===== src/rtl/uart_tx_fifo.sv =====
// uart_tx_fifo: 8N1 UART transmitter fed by a small write-side FIFO.
// Frames queued back-to-back go out with no idle gap between them.
module uart_tx_fifo #(
   parameter int BAUD_DIV   = 2604,
   parameter int FIFO_DEPTH = 8,
   parameter int PTR_W      = 3
) (
   input  logic       clk,
   input  logic       rst_n,
   input  logic       trmt,
   input  logic [7:0] tx_data,
   output logic       TX,
   output logic       full,
   output logic       empty,
   output logic       tx_done
);
   localparam int CW = $clog2(BAUD_DIV + 1);
   typedef enum logic {IDLE, TRANSMITTING} state_t;
   state_t           state;
   logic [7:0]       mem [FIFO_DEPTH];
   logic [PTR_W-1:0] rd_ptr, wr_ptr;
   logic [PTR_W:0]   count;
   logic [8:0]       shift_reg;
   logic [3:0]       bit_cnt;
   logic [CW-1:0]    baud_cnt;
   logic             push, shift, last, load;
   assign full  = count == (PTR_W+1)'(FIFO_DEPTH);
   assign empty = count == '0;
   assign push  = trmt && !full;
   assign shift = state == TRANSMITTING && baud_cnt == '0;
   assign last  = shift && bit_cnt == 4'd9;
   assign load  = !empty && (state == IDLE || last);
   assign TX    = shift_reg[0];
   always_ff @(posedge clk)
      if (push) mem[wr_ptr] <= tx_data;
   // A load at the end of a stop bit replaces that shift, so the next start bit follows directly.
   always_ff @(posedge clk or negedge rst_n)
      if (!rst_n) begin
         state     <= IDLE;
         rd_ptr    <= '0;
         wr_ptr    <= '0;
         count     <= '0;
         shift_reg <= '1;
         bit_cnt   <= '0;
         baud_cnt  <= CW'(BAUD_DIV - 1);
         tx_done   <= 1'b0;
      end else begin
         if (push) wr_ptr <= wr_ptr + 1'b1;
         if (load) rd_ptr <= rd_ptr + 1'b1;
         if (push != load) count <= push ? count + 1'b1 : count - 1'b1;
         if (load) begin
            shift_reg <= {mem[rd_ptr], 1'b0};
            bit_cnt   <= '0;
            baud_cnt  <= CW'(BAUD_DIV - 1);
            state     <= TRANSMITTING;
         end else if (shift) begin
            shift_reg <= {1'b1, shift_reg[8:1]};
            bit_cnt   <= bit_cnt + 4'd1;
            baud_cnt  <= CW'(BAUD_DIV - 1);
            if (last) state <= IDLE;
         end else if (state == TRANSMITTING) begin
            baud_cnt <= baud_cnt - 1'b1;
         end
         tx_done <= push ? 1'b0 : (last && empty) ? 1'b1 : tx_done;
      end
endmodule


===== config.mk =====
export PLATFORM = sky130hd
export DESIGN_NAME = uart_tx_fifo
export DESIGN_NICKNAME = d
export VERILOG_FILES = /design/src/rtl/uart_tx_fifo.sv
export SDC_FILE = /design/constraint.sdc
export NUM_CORES = 1
export LEC_CHECK = 0
export ABC_AREA = 1
export CAP_MARGIN = 40
export CORE_ASPECT_RATIO = 2
export CORE_MARGIN = 2
export CORE_UTILIZATION = 55
export DETAILED_ROUTE_END_ITERATION = 10
export GPL_TIMING_DRIVEN = 0
export PLACE_DENSITY_LB_ADDON = 0.1
export SETUP_SLACK_MARGIN = 0.4
export SYNTH_ARGS = -nofsm -noshare
export SYNTH_HDL_FRONTEND = slang
export SYNTH_SLANG_ARGS = --single-unit
export TNS_END_PERCENT = 20

===== constraint.sdc =====
create_clock -name clk -period 2.56 [get_ports clk]
set_input_delay 0.512 -clock clk [delete_from_list [all_inputs] [get_ports clk]]
set_output_delay 0.512 -clock clk [all_outputs]
set_load 0.01 [all_outputs]

After elaboration in Yosys (flattened, before gate mapping)
Memories as Yosys holds them, arrays and structs flattened.
Index checks and enable logic that the tools add are counted.
{"block": "word_totals", "mem_count": 1, "output_inout_bits": 4, "word_cells": 49, "reg_bits": 37, "ramBits": 64}
{"memory": "mem", "words": 8, "width": 8, "read_ports": 1, "rd_ports_with_merged_regs": 0, "write_ports": 1, "line_no": "20", "rtl": "logic [7:0] mem [FIFO_DEPTH];"}
{"block": "classes", "n_addsub": 6, "n_eq_ne": 3, "reduce_logical": 15, "bitwise": 1, "mux": 15}
{"op": "two-way mux 12 bit", "n": 3}
{"op": "two-way mux 9 bit", "n": 2}
{"op": "zero test 12 bit", "n": 1}
{"op": "two-way mux 4 bit", "n": 3}
{"op": "subtractor 12 x 1 -> 12 bit, second input constant", "n": 1}
{"op": "adder 4 x 1 -> 4 bit, second input constant", "n": 2}
{"op": "== test 4 bit, second input constant", "n": 2}
{"op": "two-way mux 1 bit", "n": 7}
{"op": "adder 3 x 1 -> 3 bit, second input constant", "n": 2}
{"op": "nonzero test 2 bit", "n": 3}
{"op": "logical AND 1 bit", "n": 5}
{"op": "zero test 4 bit", "n": 1}
{"op": "subtractor 4 x 1 -> 4 bit, second input constant", "n": 1}
{"op": "nonzero test 3 bit", "n": 1}
{"op": "zero test 1 bit", "n": 2}
{"op": "AND reduction 2 bit", "n": 1}
{"op": "logical OR 1 bit", "n": 1}
{"op": "inequality test 1 bit", "n": 1}
{"op": "inverter 1 bit", "n": 1}

Logic depth before layout (Yosys ltp)
{"block": "depth", "word_depth": 7, "depth_mapped": 11, "depth_no_buf": 11}

Least setup slack after synthesis
No wires, ideal clock.
{"block": "synth_timing", "path_type": "flip-flop to flip-flop", "startpoint": "register count[0]", "endpoint": "memory mem[4][0] (enable)", "path_buffers": 0, "t_required_ps": 2190, "arrival_time_ps": 1622, "slack_ps": 568, "path_stages_with_launch": 8, "setup_time_ps": 370, "cell_sequence": "dfrtp_1 nor2_1 nand3_1 inv_1 nor2_4 inv_1 or2_2 nor2_1"}
{"block": "synth_between", "elab_chain_cells": 5}
{"item": "start, declared", "line_no": "22", "rtl": "logic [PTR_W:0] count;"}
{"item": "start signal, assigned", "line_no": "50", "rtl": "if (push != load) count <= push ? count + 1'b1 : count - 1'b1;"}
{"item": "== test 4 bit", "line_no": "27", "rtl": "assign full = count == (PTR_W+1)'(FIFO_DEPTH);"}
{"item": "named net full", "line_no": "13", "rtl": "output logic full,"}
{"item": "zero test 1 bit", "line_no": "29", "rtl": "assign push = trmt && !full;"}
{"item": "logical AND 1 bit", "line_no": "29"}
{"item": "two-way mux 1 bit", "line_no": "35", "rtl": "if (push) mem[wr_ptr] <= tx_data;"}
{"item": "two-way mux 1 bit (not written as such)", "line_no": "35"}
{"item": "end, declared", "line_no": "20"}
The timed path passes the listed nets, and every way through them passes these cells.

Worst setup path in the final report
{"block": "layout_timing", "startpoint": "register count[0]", "endpoint": "output empty"}
{"block": "layout_between", "elab_chain_cells": 1}
{"item": "zero test 4 bit", "line_no": "28", "rtl": "assign empty = count == '0;"}
{"item": "end, declared", "line_no": "14", "rtl": "output logic empty,"}
Every way passes these cells.

==> metrics.md <==
| Metric | Value |
|---|---|
| Fin Hold WS | `slightly above 500 ps` |
| Post-synth EDFFs | `64` |
| Antenna violation net count after detailed routing | `0` |
| Internal power | `between 3 and 4 mW` |
| Fin. max-slew vios | `0` |
| Fin cells | `568` |
| Die width | `just under 70 um` |
| Die ar. | `about 9000 um^2` |
| Final count of hold timing violations | `0` |
| CTS root buffer | `clkbuf_16` |
| CTS clk-pin slew, worst paths | `about 70 ps` |
| Via density | `around 5.6` |
| CP Data Required Time | `2050 ps` |
| Cell leakage power | `between 2 and 2.5 nW` |
| Min cycle time layout | `about 2200 ps` |
| Vias in the first global route | `~3.2k` |
| Register area share after synthesis | `approximately 63%` |
| Peak VDD IR | `roughly 0.68 mV` |
| Crit. End Element | `primary output` |
| Critical path class | `reg -> out` |
| First-pass GRT wire length | `between 15000 and 20000 um` |
| Cell count after synthesis | `~430` |
| Drt wl/cell | `17.5 um` |
| Initial antenna violation count | `0` |
| Worst skew pair latency | `~340 ps` |
| I/O pin count | `15` |
| Switching part of the total | `a little under a third` |
| Period utilization | `86.4%` |
| Layout cells sized above 1 | `approximately 13%` |
| RSZ-0062 raised after global routing | `true` |
| Max cap viols | `0` |
| Top_reg_cell synth | `edfxtp_1` |
| Vias after detailed routing | `around 3.2k` |
| Switching Power | `about 1.5 mW` |
| Max reg flops | `64` |
| PD cells | `slightly above 900 nW/um^2` |
| Clock skew | `~5.3 ps` |
| DR iter-0 viols | `approximately 220` |
| Initial Util | `around 57%` |
| Max Root-Sink Buffers | `2` |
| Drc violations | `0` |
| TritonCTS clock tree | `done` |
| Netlist cell types | `34` |
| Yosys top cell area share | `42.5%` |
| Critical path arrival | `between 1500 and 2000 ps` |
| Syn-to-layout area delta | `14.9%` |
| Worst slew margin | `between 50% and 60%` |
| Outcome | `finished clean` |
| Post-DP HPWL | `between 7000 and 8000 um` |
| Floorplan Core Area | `7940 um^2` |
| Synth warnings | `0` |
| Fmax achieved | `about 0.45 GHz` |
| Hold crit path type | `reg -> reg` |
| Worst slew pin tran | `between 600 and 700 ps` |
| Setup_tns | `0 ps` |
| Post-placement cell count | `550` |
| Synth Cell Area | `4520 um^2` |
| GRT Total Usage | `~25%` |
| Cell taking the most area after synthesis | `edfxtp_1` |
| Fillers | `between 600 and 700` |
| Seq pwr share | `between 40% and 50%` |
| Grt total ovfl | `0` |
| Drt first pass iters | `4` |
| Register bit count reported by yosys | `~100` |
| R2R cell count | `8` |
| Post-synth top cells | `79 x nand2_1, 64 x edfxtp_1, 63 x nor2_1` |
| Clock Sinks | `101` |
| Asr flop ratio synth | `between 30% and 40%` |
| Layout Nets | `approximately 490` |
| CTS Buf Count | `9` |
| Clock share of power | `around 28%` |
| Crit start category | `register` |
| Syn nets | `roughly 450` |
| Most common cell in the netlist | `nand2_1` |
| Die Y | `around 130 um` |
| Avg Inst Size Synth | `approximately 10 um^2` |
| Crit-path max FO | `5` |
| Row count | `46` |
| # port buffers | `14` |
| Gate power share | `a little under a quarter` |
| Final setup violation count | `0` |
| Ant diodes | `0` |
| Routed WL | `between 9000 and 10000 um` |
| WHS Path Cells | `2` |
| H-tree depth | `3` |
| Area contributors post-synth | `edfxtp_1 42%, dfrtp_1 12%, dfstp_2 8.7%` |
| GPL Wtd Cong | `just under 0.8` |
| Largest net degree at the start of global routing | `33` |
## power by group through the flow
| stage | sequential (mW) | combinational [mW] | clock [mW] |
|---|---|---|---|
| 2_1_floorplan | 2.27 | 0.718 | 0 |
| 3_5_place_dp | 2.33 | 1.02 | 0 |
| 6_report | 2.30 | 1.10 | 1.32 |
| 5_1_grt | 2.34 | 1.25 | 1.43 |
| 3_3_place_gp | 2.32 | 0.956 | 0 |
| 4_1_cts | 2.30 | 1.06 | 1.35 |
## worst paths after layout
check / start / endpoint / slack [ps]
worst max-delay path: count[0] / empty / 350
worst min-delay path: shift_reg[4] / shift_reg[4] / 510
worst max register to register: rd_ptr[1] / shift_reg[2] / 580
worst min register to register: shift_reg[4] / shift_reg[4] / 510
max in group asynchronous: rst_n / shift_reg[8] / 1540
min in group asynchronous: rst_n / bit_cnt[2] / 540
## cell usage in the layout (no fill, tap or decap), types with 3 or more instances in the layout
cell and n:
buf_4 6, buf_6 3, clkbuf_1 8, clkbuf_16 9, clkdlybuf4s50_1 13, dfrtp_1 22, dfstp_2 15, edfxtp_1 64
ha_1 7, inv_1 33, nand2_1 79, nand3_1 43, nor2_1 57, nor2_2 5, nor2_4 5, nor3_1 3
o21ai_0 40, o22ai_1 16, xor2_1 12
## worst max-delay path, stage by stage, from the launching register on
cell	delay (ps)
dfrtp_1	450
nor2_2	170
nand3_2	100
inv_1	100
clkdlybuf4s50_1	540
## kinds of logic after synthesis
logic type | Yosys count | share of synthesized area [%]
AND/OR/NAND/NOR | 203 | 19.7
flip-flops | 101 | 63.4
AO/OA/AOI/OAI | 61 | 7.33
buffers and inverters | 48 | 4.73
XOR/XNOR | 13 | 2.52
adder cells (fa/ha/maj) | 8 | 2.38
## timing repair
item                                    in CTS  in global routing
buffers inserted                             1                  1
endpoints found under the setup margin      36                 47
pin swaps                                    1                  1
hold buffers                                 1                  0
gates resized for setup                      5                  7
hold endpoints to repair                     2                  0
## final cells by class
type                    instances  area (um^2)  share of cell area [%]
inverters                      35          131                    2.53
repair buffers                 23          230                    4.43
clock inverters                 5         58.8                    1.13
well taps                      96          120                    2.31
multi-input cells             285         1480                    28.5
plain buffers                  13         82.6                    1.59
clock buffers                  10          229                    4.40
flip-flops and latches        101         2870                    55.1
## per-layer routing
layer / global-route usage [%] / share of wire (%) / vias up
met3: 4.10 / 2.9 / 24
met5: 0 / 0 / -
met4: 14.0 / 3.8 / 0
li1: - / - / 1543
met2: 44.2 / 57 / 67
met1: 26.0 / 36 / 1534
## metrics by stage
step,power [mW],instance area (um^2),utilization [%],setup WS (ps)
final,4.72,5200,65.5,347
after global routing,5.01,5200,65.5,253
after CTS,4.71,5160,64.9,253
after detailed placement,3.35,4840,60.9,-335
after global placement,3.28,4780,60.2,-347
after floorplan,2.99,4520,-,568
Note: power is estimated with default switching activity, not from simulation.
